### config.mk
export PLATFORM = sky130hd
export DESIGN_NAME = led_sequencer
export DESIGN_NICKNAME = d
export VERILOG_FILES = /design/src/rtl/led_sequencer.sv
export SDC_FILE = /design/constraint.sdc
export NUM_CORES = 1
export LEC_CHECK = 0
export CORE_ASPECT_RATIO = 0.75
export CORE_MARGIN = 5
export CORE_UTILIZATION = 35
export CTS_BUF_LIST = sky130_fd_sc_hd__clkbuf_4 sky130_fd_sc_hd__clkbuf_8
export CTS_CLUSTER_SIZE = 25
export DETAILED_ROUTE_END_ITERATION = 12
export GPL_ROUTABILITY_DRIVEN = 0
export PLACE_DENSITY = 0.48
export SETUP_SLACK_MARGIN = 0.1
export SYNTH_ARGS = -nofsm -noshare
export SYNTH_HDL_FRONTEND = slang
export SYNTH_SLANG_ARGS = --single-unit
### constraint.sdc
create_clock -name clk -period 6.06 [get_ports clk]
set_input_delay 1.818 -clock clk [delete_from_list [all_inputs] [get_ports clk]]
set_output_delay 1.818 -clock clk [all_outputs]
set_load 0.05 [all_outputs]
### src/rtl/led_sequencer.sv
// led_sequencer: registered LED driver with a built-in animation timebase.
// Latches an index and a mode on a load strobe and drives NLED LEDs as a
// static decode, a blinking decode, a wrapping chase or a ping-pong bounce.
// l[NLED-1] is LED index 0.
module led_sequencer #(
  parameter int unsigned NLED = 6,
  parameter int unsigned IDXW = 7,
  parameter logic [31:0] DIV  = 32'd25000000
) (
  input  logic            clk,
  input  logic            rst,
  input  logic [IDXW-1:0] n,
  input  logic [1:0]      mode,
  input  logic            load,
  input  logic            pulse,
  output logic [NLED-1:0] l,
  output logic            tick
);

  typedef enum logic [1:0] {
    MODE_DIRECT = 2'd0,
    MODE_BLINK  = 2'd1,
    MODE_CHASE  = 2'd2,
    MODE_BOUNCE = 2'd3
  } mode_t;

  typedef enum logic {DIR_DOWN = 1'b0, DIR_UP = 1'b1} dir_t;
  typedef enum logic {PH_ON = 1'b0, PH_OFF = 1'b1} phase_t;

  localparam logic [IDXW-1:0] LAST_IDX = IDXW'(NLED - 1);
  localparam logic [IDXW-1:0] ALL_IDX  = IDXW'(NLED);
  localparam logic [IDXW-1:0] IDX_ONE  = IDXW'(1);

  logic [31:0]     cnt_q, cnt_d;
  logic            tick_q;
  logic [IDXW-1:0] n_q, n_d;
  mode_t           mode_q, mode_d;
  logic [IDXW-1:0] pos_q, pos_d;
  dir_t            dir_q, dir_d;
  phase_t          phase_q, phase_d;
  logic [NLED-1:0] l_q;
  logic [NLED-1:0] next_l;
  logic [NLED-1:0] dec_n;
  logic [NLED-1:0] dec_pos;
  logic            tick_int;

  // Decoders: bit NLED-1-k lights for index k; index NLED lights everything.
  // pos never reaches NLED, so its decoder only needs the one-hot term.
  for (genvar gi = 0; gi < NLED; gi++) begin : g_dec
    assign dec_n[gi]   = (n_q == IDXW'(NLED - 1 - gi)) || (n_q == ALL_IDX);
    assign dec_pos[gi] = (pos_q == IDXW'(NLED - 1 - gi));
  end

  // Next-state logic: prescaler, latched controls and animation stepping.
  // A load overrides a coincident tick so the restart is always clean.
  always_comb begin
    tick_int = (cnt_q == (DIV - 32'd1));
    cnt_d    = tick_int ? 32'd0 : cnt_q + 32'd1;
    n_d      = n_q;
    mode_d   = mode_q;
    pos_d    = pos_q;
    dir_d    = dir_q;
    phase_d  = phase_q;
    if (load) begin
      cnt_d   = 32'd0;
      n_d     = n;
      mode_d  = mode_t'(mode);
      pos_d   = (n < ALL_IDX) ? n : '0;
      dir_d   = DIR_DOWN;
      phase_d = PH_ON;
    end else if (tick_int) begin
      case (mode_q)
        MODE_BLINK: phase_d = (phase_q == PH_ON) ? PH_OFF : PH_ON;
        MODE_CHASE: pos_d = (pos_q >= LAST_IDX) ? '0 : pos_q + IDX_ONE;
        MODE_BOUNCE: begin
          if (NLED > 1) begin
            if (dir_q == DIR_DOWN) begin
              if (pos_q >= LAST_IDX) begin
                // Only reachable when loaded at the far end: turn straight back.
                pos_d = pos_q - IDX_ONE;
                dir_d = DIR_UP;
              end else begin
                pos_d = pos_q + IDX_ONE;
                if ((pos_q + IDX_ONE) == LAST_IDX) dir_d = DIR_UP;
              end
            end else begin
              if (pos_q == '0) begin
                pos_d = IDX_ONE;
                dir_d = DIR_DOWN;
              end else begin
                pos_d = pos_q - IDX_ONE;
                if (pos_q == IDX_ONE) dir_d = DIR_DOWN;
              end
            end
          end
        end
        default: ;
      endcase
    end
  end

  // Output pattern selected by the latched mode.
  always_comb begin
    next_l = '0;
    case (mode_q)
      MODE_DIRECT: next_l = dec_n;
      MODE_BLINK:  next_l = (phase_q == PH_ON) ? dec_n : '0;
      MODE_CHASE:  next_l = dec_pos;
      MODE_BOUNCE: next_l = dec_pos;
      default:     next_l = '0;
    endcase
  end

  // State and output registers; reset leaves a blank display in DIRECT mode.
  always_ff @(posedge clk) begin
    if (rst) begin
      cnt_q   <= '0;
      tick_q  <= 1'b0;
      n_q     <= '1;
      mode_q  <= MODE_DIRECT;
      pos_q   <= '0;
      dir_q   <= DIR_DOWN;
      phase_q <= PH_ON;
      l_q     <= '0;
    end else begin
      cnt_q   <= cnt_d;
      tick_q  <= tick_int;
      n_q     <= n_d;
      mode_q  <= mode_d;
      pos_q   <= pos_d;
      dir_q   <= dir_d;
      phase_q <= phase_d;
      // Blanking only masks the pins; the animation keeps running underneath.
      l_q     <= pulse ? '0 : next_l;
    end
  end

  assign l    = l_q;
  assign tick = tick_q;

endmodule

==> results by group, run 1 <==
Status
  • Status: finished clean

Job
  • Max-Cap Viols: 0

Layout
  • Final std cells w/o fill: 467
  • NumNets Final: 376
  • Most common cell after layout, fill and taps aside: dfxtp_1
  • Ant. Diodes: 0
  • Commonest non-fill, non-tap cells in the layout: dfxtp_1, nor2_1, nand2_1
  • Layout area overhead: 14.2%
  • Layout cells sized above 1: 6.91%

Clock network
  • CTS tree: yes
  • Max clock buf depth: 2
  • Clock sink total: 57
  • Setup bufs post-CTS: 0
  • Post-CTS sizing: 0
  • H-Tree Depth: 3
  • Clock root buffer: clkbuf_8
  • Reg clk slew, reported paths: 70 ps
  • Clock Latency Late Sink: 330 ps
  • Hold Buf Count CTS: 0
  • CTS Buf Count: 9

Setup path
  • Required @ worst endpoint: 6260 ps
  • Worst R2R Start: cnt_q[29]$_SDFF_PP0_
  • Worst Setup Start Kind: input pin
  • R2R setup slack: 3330 ps
  • Worst Setup End Kind: register
  • Worst EP arrival: 3700 ps
  • Worst R2R End: cnt_q[5]$_SDFF_PP0_
  • Classification of the worst setup path: input pin to register
  • Worst-path fanout max: 32
  • Worst reg-to-reg path cell count: 5

Global route
  • Tot GR Track Use: 14.2%
  • Vias in the first global route: 2230
  • Initial antenna violation count: 0
  • Pin count of the biggest net entering global routing: 33
  • First-pass GRT wire length: 11300 µm
  • Overflow after GRT: 0

Route
  • Post-route ant nets: 0
  • Drt wl/cell: 14.2 µm
  • # DRC: 0
  • Initial drt markers: 152
  • Routed vias: 2380
  • First-pass DRT Iterations: 4
  • Drt total wl: 6640 µm
  • Via density: 5.10

Timing
  • RSZ-0062 raised after global routing: no
  • Setup TNS: 0 ps
  • Clock skew: 7.62 ps
  • Setup-failing EPs final: 0
  • Worst-Margin Slew: 778 ps
  • Final min period: 3500 ps
  • Final hold violation count: 0
  • Fin. max-slew vios: 0
  • Fin crit share: 57.8%
  • F_max: 285 MHz
  • Relative slew slack: 47.7%

Power and ir drop
  • Power per cell area: 227 nW/µm²
  • Max IR drop VDD: 0.105 mV
  • Static Leak: 1.08 nW

Floorplanning
  • Die height: 88.4 µm
  • Number of core rows: 28
  • I/O pin cnt: 20
  • Initial core utilization: 36.1%
  • DIE AREA: 10100 µm²
  • Die Wd: 115 µm
  • Placeable Area: 7950 µm²

Synth
  • Cell Area, Synth: 2870 µm²
  • Post-Synth XOR/XNOR Area: 11.0%
  • Synthesized area per cell: 8.34 µm²
  • Syn nets: 363
  • Register area share after synthesis: 39.8%
  • Post-synthesis compound-gate area fraction: 9.68%
  • #FFs+latches synth: 57
  • Most used flip-flop cell after synthesis: dfxtp_1
  • Adder and majority gate portion of the synthesized area: 2.62%
  • Yosys warns: 0
  • Synth Area in Simple Gates: 31.5%
  • Cell variety after synth: 53
  • Main combinational cell family by area after synthesis: simple AND/OR/NAND/NOR gates
  • Post-Syn Instances: 344
  • Number of synthesized flops with an enable pin: 0
  • Mux share of post-synthesis cell area: 0.697%
  • Ys async rst share: 0%

Place
  • Placed cell count: 451
  • Detail Placement HPWL: 4630 µm
  • IO buf count: 19

Worst hold path
  • Hold Path Class: register to register
  • Hold wc startpoint: cnt_q[0]$_SDFF_PP0_
  • Hold depth: 1
  • Hold Path End: cnt_q[0]$_SDFF_PP0_
report_power, final:
part | internal, mW | total [mW] | leakage [nW] | switching [mW]
clock | 0.168 | 0.323 | 0.0911 | 0.155
combinational | 0.0164 | 0.0346 | 0.530 | 0.0182
sequential | 0.380 | 0.387 | 0.462 | 0.00699
worst max-delay path by stage:
stage / startpoint / end / slack, ps
2_1_floorplan: load / n_q[2]$_SDFFE_PP1P_ / 3300
3_3_place_gp: load / cnt_q[24]$_SDFF_PP0_ / 2240
3_5_place_dp: load / cnt_q[5]$_SDFF_PP0_ / 2160
4_1_cts: load / cnt_q[5]$_SDFF_PP0_ / 2530
5_1_grt: load / cnt_q[5]$_SDFF_PP0_ / 2370
6_report: load / cnt_q[5]$_SDFF_PP0_ / 2560
worst max-delay path: stages:
cell and delay (ps):
clkdlybuf4s50_1 960, nor2_1 190, or2b_2 600, nor2_1 120
stage by stage:
step	worst slack [ps]	hold WS [ps]	cell area, µm²	utilization (%)	power [mW]
6_report	2560	465	3280	41.2	0.744
4_1_cts	2530	472	3280	41.2	0.759
3_3_place_gp	2240	447	3100	38.9	0.430
3_5_place_dp	2160	456	3100	38.9	0.430
2_1_floorplan	3300	430	2870	-	0.416
5_1_grt	2370	496	3280	41.2	0.782
sequential cells by signal (all words and copies together), names as in the netlist:
register	cells
tick	1
cnt_q	32
l	6
n_q	7
mode_q	2
dir_q	1
phase_q	1
pos_q	7
logic make-up (layout without fill, tap and decap cells):
logic type	Yosys count	after routing
AOI/OAI and AO/OA	40	40
xor gates and xnor gates	36	36
adders and majority gates	6	6
buffers and inverters	28	46
DFF	57	57
muxes	2	2
and+or+nand+nor	175	175
routing by layer:
layer  part of all wire, %  track usage (%)  up-vias
li1                      -                -     1238
met2                    39             19.2       46
met4                  0.44             3.56        0
met3                   5.1             5.40        2
met5                     0                0        -
met1                    55             20.9     1094
cell type report:
| class | instances | area, µm² |
|---|---|---|
| flip-flops and latches | 57 | 1140 |
| clock buffers | 11 | 151 |
| inverters | 11 | 41.3 |
| well taps | 105 | 131 |
| repair buffers | 19 | 190 |
| fillers | 782 | 4670 |
| multi-input cells | 259 | 1590 |
| clock inverters | 5 | 30.0 |
Yosys cell counts, types with 2 or more instances:
master,n,share of area [%]
or3_1,3,0.65
buf_1,2,0.26
nand3_1,13,2.3
buf_2,2,0.35
clkbuf_1,8,1.0
nor3_1,10,1.7
nor4b_1,2,0.61
inv_1,11,1.4
a21oi_1,9,1.6
buf_4,3,0.78
nor2b_1,7,1.5
ha_1,6,2.6
o21ai_0,4,0.70
xor2_1,9,2.7
o21ai_1,4,0.70
and2_1,3,0.65
o2111ai_1,2,0.61
nand2_1,35,4.6
nand4_1,11,2.4
dfxtp_1,57,40
and3_1,4,0.87
nor3b_1,3,0.78
a211o_1,6,1.8
nor2_1,51,6.7
and4_1,4,1.2
nor4_1,15,3.3
xnor2_1,27,8.2
a22oi_1,3,0.78
or4_1,3,0.78
o211ai_1,2,0.52
nor3_2,2,0.70
mux2i_1,2,0.70
Power figures use the tool's default switching activity.
==> inputs of run 2 (changes only) <==
--- a/config.mk
+++ b/config.mk
@@ -12,7 +12,7 @@
 export CTS_CLUSTER_SIZE = 25
 export DETAILED_ROUTE_END_ITERATION = 12
 export GPL_ROUTABILITY_DRIVEN = 0
-export PLACE_DENSITY = 0.48
+export PLACE_DENSITY = 0.5
 export SETUP_SLACK_MARGIN = 0.1
 export SYNTH_ARGS = -nofsm -noshare
 export SYNTH_HDL_FRONTEND = slang
==> constraint.sdc (replaced) <==
create_clock -name clk -period 2.95 [get_ports clk]
set_input_delay 0.885 -clock clk [delete_from_list [all_inputs] [get_ports clk]]
set_output_delay 0.885 -clock clk [all_outputs]
set_load 0.05 [all_outputs]
==> results by group, run 2 (synthesized netlist as in run 1, its figures left out) <==
Power and ir drop
  • Clk pwr share: 47.1%
  • Switching part of the total: 21.4%
  • Internal Dissipation: 1.29 mW
  • Sw power: 0.352 mW
  • Sequential Power Share: 48.3%
  • Comb power frac: 4.6%
  • Static Leak: 1.13 nW
  • Power per cell area: 490 nW/µm²
  • Max IR drop VDD: 0.182 mV

Global route
  • Overflow after GRT: 0
  • Pin count of the biggest net entering global routing: 33
  • Vias in the first global route: 2233
  • Tot GR Track Use: 13.9%
  • First-pass GRT wire length: 11200 µm
  • Initial antenna violation count: 0

Route
  • # DRC: 0
  • Drt wl/cell: 13.9 µm
  • Via density: 5.08
  • Drt total wl: 6550 µm
  • Initial drt markers: 165
  • Routed vias: 2394
  • First-pass DRT Iterations: 4
  • Post-route ant nets: 0

Setup path
  • Required @ worst endpoint: 3160 ps
  • Worst EP arrival: 2660 ps
  • Worst reg-to-reg path cell count: 6
  • CP most frequent cell: or4_1
  • Critical Path Max Stage Delay: 650 ps
  • Worst path top cell family by delay: simple AND/OR/NAND/NOR gates
  • Worst R2R Start: cnt_q[30]$_SDFF_PP0_
  • Worst path depth: 6
  • Crit path launch: cnt_q[30]$_SDFF_PP0_
  • Worst path bufs/invs: 1
  • CP cell instances: or4_1, or4_1, nor3_2, or2b_2, buf_12, nor2_1
  • Slowest cell on crit path: or4_1
  • Worst Setup Start Kind: register
  • Worst Setup End Kind: register
  • Worst-path fanout max: 32
  • Classification of the worst setup path: register to register

Place
  • Detail Placement HPWL: 4710 µm
  • Placed cell count: 456
  • Post-Place Setup Slack: 496 ps
  • IO buf count: 19

Clock network
  • Reg clk slew, reported paths: 60 ps
  • CTS tree: yes
  • Clock Latency Late Sink: 320 ps
  • Hold Buf Count CTS: 0
  • Clock sink total: 57
  • Max clock buf depth: 2
  • Setup bufs post-CTS: 0
  • Clock root buffer: clkbuf_8
  • CTS Buf Count: 9
  • Post-CTS sizing: 0
  • H-Tree Depth: 3

Layout
  • Ant. Diodes: 0
  • Layout cells sized above 1: 7.92%
  • NumNets Final: 381
  • Final std cells w/o fill: 471
  • Max FFs per register: 32
  • Largest Register: cnt_q
  • Top flop regs: cnt_q (32), n_q (7), pos_q (7)
  • Layout area overhead: 17.1%
  • Post-layout util: 42.3%
  • Fillers: 798
  • Most common cell after layout, fill and taps aside: dfxtp_1
  • Commonest non-fill, non-tap cells in the layout: dfxtp_1, nor2_1, nand2_1

Timing
  • Relative slew slack: 59.3%
  • Final hold violation count: 0
  • Final min period: 2450 ps
  • Worst-Margin Slew: 605 ps
  • F_max: 408 MHz
  • Fin crit share: 83.0%
  • Setup TNS: 0 ps
  • Final WS setup: 502 ps
  • RSZ-0062 raised after global routing: no
  • Setup-failing EPs final: 0
  • Clock skew: 4.80 ps
  • Fin. max-slew vios: 0

Floorplanning
  • DIE AREA: 10100 µm²
  • I/O pin cnt: 20
  • Placeable Area: 7950 µm²
  • Initial core utilization: 36.1%
  • Die Wd: 115 µm
  • Number of core rows: 28
  • Die height: 88.4 µm

Job
  • Max-Cap Viols: 0

Worst hold path
  • Hold Path Class: register to register
  • Hold depth: 1
  • Hold wc startpoint: cnt_q[0]$_SDFF_PP0_

Status
  • Status: finished clean
[run 2: cell count changes in the layout (fill, tap and decap cells not counted), sizes merged]
cell and delta:
clkinvlp -2, bufinv +1, clkinv -2, buf +5, clkbuf +2
[run 2: area by class of cell]
class,instances,area (µm²),area share [%]
multi-input cells,259,1590,47.4
flip-flops and latches,57,1140,34.0
repair buffers,24,240,7.15
clock buffers,13,179,5.32
well taps,105,131,3.91
inverters,11,41.3,1.23
clock inverters,2,35.0,1.04
[run 2: path summary, 6_finish.rpt]
check | to | slack [ps]
setup / recovery | cnt_q[31]$_SDFF_PP0_ | 500
hold / removal | cnt_q[0]$_SDFF_PP0_ | 460
setup reg to reg | cnt_q[31]$_SDFF_PP0_ | 500
hold reg to reg | cnt_q[0]$_SDFF_PP0_ | 460
[run 2: routing by layer]
metal	vias to the layer above	global-route usage (%)	part of all wire, %
li1	1241	-	-
met1	1111	21.4	56
met2	37	17.9	39
met3	5	3.62	4.8
met4	0	5.18	0.81
met5	-	0	0
[run 2: power groups by stage]
stage               Sequential [mW]  Combinational, mW  Clock, mW
CTS                           0.794             0.0770      0.805
global placement              0.812             0.0763          0
global route                  0.796             0.0859      0.843
finish                        0.795             0.0763      0.775
floorplan                     0.804             0.0515          0
detailed placement            0.812             0.0765          0
[run 2: worst reg2reg max path, cell delays in order, from the launching register on]
cell and delay (ps):
dfxtp_1 330, or4_1 510, or4_1 650, nor3_2 390, or2b_2 200, buf_12 180, nor2_1 80
[run 2: through the flow]
step | hold slack [ps] | instance area, µm² | power, mW
after floorplan | 430 | 2870 | 0.855
after global placement | 447 | 3150 | 0.888
after detailed placement | 454 | 3150 | 0.888
after CTS | 470 | 3360 | 1.68
after global routing | 511 | 3360 | 1.73
final | 461 | 3360 | 1.65
